==> src/rtl/mux_2x1_rr_buffered.sv <==
// ============================================================================
// Module      : mux_2x1_rr_buffered
// Description : Two-branch FIFO-buffered 2:1 mux with a registered output and
//               command-selected arbitration (round-robin, fixed, priority).
// Revision    : 1.0 - initial release
// ============================================================================
`default_nettype none

module mux_2x1_rr_buffered #(
    parameter int DATA_WIDTH     = 32,
    parameter int FIFO_DEPTH     = 2,
    parameter int COMMMAND_WIDTH = 2
) (
    input  logic                        clk,
    input  logic                        rst_n,
    input  logic [2*DATA_WIDTH-1:0]     i_data_bus,
    input  logic [1:0]                  i_valid,
    output logic [1:0]                  o_ready,
    output logic [DATA_WIDTH-1:0]       o_data_bus,
    output logic                        o_valid,
    output logic                        o_src,
    input  logic                        i_ready,
    input  logic                        i_en,
    input  logic [COMMMAND_WIDTH-1:0]   i_cmd
);

    localparam int c_PTR_W = (FIFO_DEPTH > 1) ? $clog2(FIFO_DEPTH) : 1;
    localparam int c_CNT_W = c_PTR_W + 1;

    localparam logic [c_PTR_W-1:0] c_PTR_ONE = c_PTR_W'(1);
    localparam logic [c_CNT_W-1:0] c_CNT_ONE = c_CNT_W'(1);
    localparam logic [c_CNT_W-1:0] c_FULL    = c_CNT_W'(FIFO_DEPTH);

    localparam logic [COMMMAND_WIDTH-1:0] c_CMD_LOW  = COMMMAND_WIDTH'(1);
    localparam logic [COMMMAND_WIDTH-1:0] c_CMD_HIGH = COMMMAND_WIDTH'(2);
    localparam logic [COMMMAND_WIDTH-1:0] c_CMD_PRIO = COMMMAND_WIDTH'(3);

    logic [1:0]              w_nempty;
    logic [1:0]              w_pop;
    logic [2*DATA_WIDTH-1:0] w_head_bus;
    logic [DATA_WIDTH-1:0]   w_head;
    logic                    w_have;
    logic                    w_sel;
    logic                    w_load;
    logic                    r_last;
    logic [DATA_WIDTH-1:0]   r_data;
    logic                    r_valid;
    logic                    r_src;

    for (genvar k = 0; k < 2; k++) begin : g_fifo
        logic [DATA_WIDTH-1:0] r_mem [FIFO_DEPTH];
        logic [c_PTR_W-1:0]    r_wr_ptr;
        logic [c_PTR_W-1:0]    r_rd_ptr;
        logic [c_CNT_W-1:0]    r_count;
        logic                  w_push;

        assign w_push = i_valid[k] & o_ready[k];

        always_ff @(posedge clk or negedge rst_n) begin
            if (!rst_n) begin
                for (int i = 0; i < FIFO_DEPTH; i++) begin
                    r_mem[i] <= '0;
                end
                r_wr_ptr <= '0;
                r_rd_ptr <= '0;
                r_count  <= '0;
            end else begin
                if (w_push) begin
                    r_mem[r_wr_ptr] <= i_data_bus[k*DATA_WIDTH +: DATA_WIDTH];
                    r_wr_ptr        <= r_wr_ptr + c_PTR_ONE;
                end
                if (w_pop[k]) begin
                    r_rd_ptr <= r_rd_ptr + c_PTR_ONE;
                end
                if (w_push && !w_pop[k]) begin
                    r_count <= r_count + c_CNT_ONE;
                end else if (!w_push && w_pop[k]) begin
                    r_count <= r_count - c_CNT_ONE;
                end
            end
        end

        // Ready comes only from registered occupancy, so downstream stalls never reach it.
        assign o_ready[k]  = (r_count != c_FULL);
        assign w_nempty[k] = (r_count != '0);
        assign w_head_bus[k*DATA_WIDTH +: DATA_WIDTH] = r_mem[r_rd_ptr];
    end

    always_comb begin
        w_have = 1'b0;
        w_sel  = 1'b0;
        case (i_cmd)
            c_CMD_LOW: begin
                w_have = w_nempty[0];
                w_sel  = 1'b0;
            end
            c_CMD_HIGH: begin
                w_have = w_nempty[1];
                w_sel  = 1'b1;
            end
            c_CMD_PRIO: begin
                w_have = |w_nempty;
                w_sel  = w_nempty[1];
            end
            default: begin
                // Round-robin alternates only when both branches are waiting.
                w_have = |w_nempty;
                if (&w_nempty) begin
                    w_sel = ~r_last;
                end else begin
                    w_sel = w_nempty[1];
                end
            end
        endcase
    end

    assign w_load = i_en & (~r_valid | i_ready) & w_have;
    assign w_pop  = {w_load & w_sel, w_load & ~w_sel};
    assign w_head = w_sel ? w_head_bus[DATA_WIDTH +: DATA_WIDTH]
                          : w_head_bus[0 +: DATA_WIDTH];

    always_ff @(posedge clk or negedge rst_n) begin
        if (!rst_n) begin
            r_data  <= '0;
            r_valid <= 1'b0;
            r_src   <= 1'b0;
            r_last  <= 1'b1;
        end else if (w_load) begin
            r_data  <= w_head;
            r_valid <= 1'b1;
            r_src   <= w_sel;
            r_last  <= w_sel;
        end else if (r_valid && i_ready) begin
            r_data  <= '0;
            r_valid <= 1'b0;
        end
    end

    assign o_data_bus = r_data;
    assign o_valid    = r_valid;
    assign o_src      = r_src;

endmodule

`default_nettype wire

==> config.mk <==
export PLATFORM = sky130hd
export DESIGN_NAME = mux_2x1_rr_buffered
export DESIGN_NICKNAME = d
export VERILOG_FILES = /design/src/rtl/mux_2x1_rr_buffered.sv
export SDC_FILE = /design/constraint.sdc
export NUM_CORES = 1
export LEC_CHECK = 0
export BUFFER_PORTS_ARGS = -buffer_cell sky130_fd_sc_hd__buf_2
export CORE_MARGIN = 2
export CORE_UTILIZATION = 62
export DETAILED_ROUTE_END_ITERATION = 10
export MAX_ROUTING_LAYER = met4
export PLACE_DENSITY_LB_ADDON = 0.05
export SLEW_MARGIN = 20
export SYNTH_ARGS = -nofsm -noshare
export SYNTH_HDL_FRONTEND = slang
export SYNTH_SLANG_ARGS = --single-unit
==> constraint.sdc <==
create_clock -name clk -period 2.8 [get_ports clk]
set_clock_uncertainty 0.05 [all_clocks]
set_input_delay 0.84 -clock clk [delete_from_list [all_inputs] [get_ports clk]]
set_output_delay 0.84 -clock clk [all_outputs]
set_load 0.05 [all_outputs]
# Word-level counts from Yosys, hierarchy flattened
# Cells that the tools add are included.
[word_totals]
reg_bits = 171
elab_cells = 89
output_inout_bits = 36
in_bits = 72
[classes]
n_eq_ne = 5
order_cmp = 6
bitwise = 14
n_mux = 24
n_addsub = 8
n_reduce_logical = 18
[ops]
columns = ["op", "n"]
rows = [
  ["32-bit 2-to-1 mux", 11],
  ["64-bit bitwise mux", 2],
  ["32-bit demux with 1-bit select", 2],
  ["2-bit nonzero test", 5],
  ["2-bit greater-or-equal comparator, second input constant", 4],
  ["2-bit 2-to-1 mux", 4],
  ["1-bit inverter with 2-bit output", 4],
  ["1-bit logical AND", 7],
  ["1-bit bitwise AND", 6],
  ["1-bit adder, second input constant", 4],
  ["2-bit by 1-bit adder with 2-bit output, second input constant", 2],
  ["2-bit equality test, second input constant", 2],
  ["1-bit zero test", 4],
  ["2-bit by 1-bit less-than comparator with 1-bit output, second input constant", 2],
  ["2-bit inequality test, second input constant", 2],
  ["2-bit by 1-bit subtractor with 2-bit output, second input constant", 2],
  ["1-bit 2-to-1 mux", 3],
  ["1-bit inverter", 3],
  ["1-bit case mux with 3 select lines", 1],
  ["2-bit by 1-bit equality test with 1-bit output, second input constant", 1],
  ["1-bit case mux with 2 select lines", 1],
  ["2-bit AND reduction", 1],
  ["2-bit OR reduction", 1],
  ["1-bit OR", 1],
]

# Depth between registers and ports, before layout
[depth]
ltp_word = 9
ltp_mapped = 12
mapped_depth_nobuf = 10

# Least setup slack after synthesis
# No wires, ideal clock.
[synth_timing]
path_type = "input port to flip-flop"
from = "input port i_cmd[0]"
to = "register g_fifo[1].r_count[1]"
arrival_time_ns = 2.553
setup_time_ns = 0.079
n_path_buf = 2
setup_slack_ns = 0.118
cell_stages = 11
t_required_ns = 2.671
cell_sequence = "inv_1 > ha_1 > nor2b_1 > o22ai_2 > and2_1 > buf_4 > buf_6 > nand2_1 > ha_1 > nor2_1 > xor2_1"
[synth_via]
elab_chain_cells = 7
word_cells_on_any_way = 12
classes_between = "eq/ne (3); mux (3); bitwise (2); reduce/logical (4)"
[synth_rtl]
columns = ["element", "line", "source"]
rows = [
  ["from (decl)", "24", "input logic [COMMMAND_WIDTH-1:0] i_cmd"],
  ["2-bit equality test or 2-bit by 1-bit equality test with 1-bit output (tied branches)", "92", "case (i_cmd)"],
  ["1-bit case mux with 2 select lines", "92", ""],
  ["1-bit bitwise AND", "117", "assign w_load = i_en & (~r_valid | i_ready) & w_have;"],
  ["1-bit bitwise AND (*)", "118", "assign w_pop = {w_load & w_sel, w_load & ~w_sel};"],
  ["1-bit zero test", "75", "if (w_push && !w_pop[k]) begin"],
  ["1-bit logical AND", "75", ""],
  ["2-bit 2-to-1 mux or 2-bit nonzero test (tied branches)", "-", ""],
  ["to (signal assigned)", "76", "r_count <= r_count + c_CNT_ONE;"],
  ["to (signal assigned)", "78", "r_count <= r_count - c_CNT_ONE;"],
  ["to (decl)", "54", "logic [c_CNT_W-1:0] r_count;"],
]
# Every way passes the cells marked *; elsewhere a longest branch is shown, timed or not.
# A chain may end at the register's enable or synchronous reset.

# Worst setup path after layout
# Same ends and word-level chain as after synthesis.

==> metrics.md <==
| Metric | Value |
|---|---|
| Leading area contributor after synthesis | dfrtp_1 |
| Vias per cell | between 5 and 6 |
| CTS sink cnt | roughly 170 |
| Antenna-violating nets left | 0 |
| Average routed wire per standard cell | between 15 and 20 µm |
| Worst-path clk slew | 0.06 ns |
| RSZ-0062 raised after global routing | false |
| Initial Util | 63.1% |
| Period utilisation layout | ~80% |
| Crit-path max FO | 6 |
| Max_cap viols | 0 |
| Layout cells sized above 1 | a little over two fifths |
| Synth warnings | 0 |
| Vias | ~4.7k |
| CP arrival | approximately 2.6 ns |
| Synth area leaders | dfrtp_1 56%, mux2_2 18%, mux2i_1 8.5% |
| Max stage delay on crit path | between 0.2 and 0.3 ns |
| Post-synth net total | roughly 620 |
| Hold Vio Cnt, Final | 0 |
| Syn Area/Cell | between 10 and 15 µm² |
| Fill count | a little under 900 |
| Post-synthesis cell area | ~7500 µm² |
| Post-CTS sizing | 0 |
| Cell variety after synth | 30 |
| Total CTS buffers | 17 |
| Fmax | approximately 430 MHz |
| Critical path type | input port to flop |
| Register area | 4280 µm² |
| Overflow after GRT | 0 |
| Gp weighted congestion | slightly below 0.8 |
| Synthesized flop and latch total | 171 |
| Largest net degree at the start of global routing | 63 |
| Hold buffers post-CTS | 0 |
| Placement Setup Slack | a little under 0.07 ns |
| Min-delay worst type | input port to asynchronous set/reset pin |
| P&R area growth vs syn | 17.2% |
| Final setup TNS | 0 ns |
| Slowest CP cell | ha_1 |
| Worst setup slack after layout | approximately 0.5 ns |
| Setup crit end kind | flop |
| Rows | 40 |
| Final worst path period need | 2.30 ns |
| Slew HR | about 60% |
| Crit-path cells | buf_2, inv_1, ha_1, nor2b_1, o22ai_2, and2_1, nand2_1, ha_1, xor2_1, nor2_1, xor2_1 |
| Pwr dens | ~1300 nW/µm² |
| Outcome | finished, final reports clean |
| VDD IR-drop max | between 700 and 800 µV |
| First-pass GRT wire length | around 25000 µm |
| Die width | between 100 and 150 µm |
| Clock Tree Buf Depth | 2 |
| Drt total wl | 15700 µm |
| Startpoint types | input port |
| Leakage | between 4 and 5 nW |
| Worst-Margin Slew | 0.592 ns |
| # DRC | 0 |
| Fin util | between 70 and 80% |
| Clock Root Buffer | clkbuf_16 |
| Worst Path Required | 3.09 ns |
| Slew Limit Fails | 0 |
| Final Power | between 10 and 15 mW |
| H-tree levels | 4 |
| Vias in the first global route | between 5k and 6k |
| Register area share after synthesis | a little under three fifths |
| Ports | between 100 and 150 |
| PortBufs | approximately 110 |
| Setup Fix Bufs, Post-CTS | 0 |
| Core area | between 10000 and 15000 µm² |
| Area after DPL | between 8000 and 9000 µm² |
| NumNets Final | about 740 |
| Cells after Synth | ~550 |
| Initial drt markers | 251 |
| Final setup violation count | 0 |
| Gr usage total | 26.4% |
| Post-synth top area share | a little under three fifths |
| Final instance area | 8840 µm² |
| Die Y | about 110 µm |
| Multi-input gate area | approximately 3000 µm² |
| Skew-Pair Late Insertion Delay | 0.42 ns |
| Die area | 13100 µm² |
| Initial antenna violation count | 2 |
| Dpl hpwl | ~10000 µm |
| CTS tree | done |
| First-pass DRT Iterations | 4 |
layer usage:
metal  share of wire (%)  up-vias  global-route usage [%]
li1                    -     2170                       -
met1                  43     2453                    32.3
met2                  52       97                    44.2
met3                 3.8       16                    6.25
met4                 1.1        0                    8.05
met5                   0        -                       -
Yosys cell counts, drive strengths merged:
library cell,number
inv,5
dfrtp,170
xor2,4
nand4,1
nor2b,3
buf,28
o22ai,2
mux2,128
a31oi,1
and2,2
nand2,69
mux2i,64
nor2,6
clkbuf,5
dfstp,1
nand3,3
xnor2,5
ha,6
a22oi,1
o21ai,1
nand2b,5
a32o,32
o21a,3
o211a,1
worst max-delay path, delay by kind of cell:
kind / cells / cell delay [ns]
AO/OA/AOI/OAI: 1 / 0.28
XOR/XNOR: 2 / 0.29
adder cells (fa/ha/maj): 2 / 0.49
buffers and inverters: 2 / 0.16
AND/OR/NAND/NOR: 4 / 0.54
final cells by class:
class | count | share of cell area, %
antenna | 2 | 0.0566
clock buffer | 21 | 5.21
clock inverter | 11 | 1.36
inverter | 5 | 0.212
multi-input combinational | 337 | 34.3
sequential | 171 | 48.4
tap | 147 | 2.08
timing repair buffer | 125 | 8.36
stage by stage:
step | hold WS [ns] | instances
2_1_floorplan | 0.407 | 546
3_3_place_gp | 0.419 | 785
3_5_place_dp | 0.426 | 785
4_1_cts | 0.362 | 817
5_1_grt | 0.387 | 819
6_report | 0.358 | 819
placed cells by master (no fill, tap or decap), types with 3 or more instances in the layout:
master,Yosys,final
a32o_1,32,32
buf_12,0,5
buf_2,12,106
buf_4,10,13
clkbuf_16,0,17
clkinv_2,0,4
clkinvlp_4,0,3
dfrtp_1,170,168
ha_1,6,6
inv_1,5,5
mux2_1,6,6
mux2_2,122,122
mux2i_1,64,64
nand2_1,69,69
nand2b_1,5,5
nor2_1,4,4
nor2b_1,3,3
xnor2_1,5,5
xor2_1,4,4
sequential cells by signal (all words and copies together) (netlist names):
signal / flops
g_fifo.r_count: 4
g_fifo.r_mem: 128
g_fifo.r_rd_ptr: 2
g_fifo.r_wr_ptr: 2
o_data_bus: 32
o_src: 1
o_valid: 1
r_last: 1
final timing paths:
| kind | start | endpoint | slack, ns | depth (start not counted) |
|---|---|---|---|---|
| max reg2reg | r_last$_DFFE_PN1P_ | g_fifo[0].r_count[1]$_DFFE_PN0P_ | 0.93 | 6 |
| max in group asynchronous | rst_n | g_fifo[0].r_mem[34]$_DFFE_PN0P_ | 1.70 | 2 |
| max | i_cmd[0] | g_fifo[1].r_count[1]$_DFFE_PN0P_ | 0.50 | 11 |
| min reg2reg | g_fifo[0].r_mem[61]$_DFFE_PN0P_ | g_fifo[0].r_mem[61]$_DFFE_PN0P_ | 0.44 | 1 |
| min | rst_n | g_fifo[1].r_mem[8]$_DFFE_PN0P_ | 0.36 | 1 |
| min in group clk | g_fifo[0].r_mem[61]$_DFFE_PN0P_ | g_fifo[0].r_mem[61]$_DFFE_PN0P_ | 0.44 | 1 |
kinds of logic (layout without fill, tap and decap cells):
| group | after synthesis | count (layout) | synth area share [%] |
|---|---|---|---|
| xor gates and xnor gates | 9 | 9 | 1.04 |
| muxes | 192 | 192 | 27.6 |
| adders and majority gates | 6 | 6 | 0.995 |
| buffers and inverters | 38 | 162 | 3.18 |
| DFF | 171 | 171 | 56.7 |
| other | 0 | 2 | 0 |
| and+or+nand+nor | 89 | 89 | 5.04 |
| AOI/OAI and AO/OA | 41 | 41 | 5.41 |
where the power goes:
part           total [mW]  internal [mW]  leakage (nW)  switching, mW
Clock                2.29           1.36         0.279          0.929
Sequential           4.51           3.72          2.04          0.785
Combinational        4.59           2.13          1.82           2.46
Total                11.4           7.21          4.14           4.17
Power figures use the tool's default switching activity.
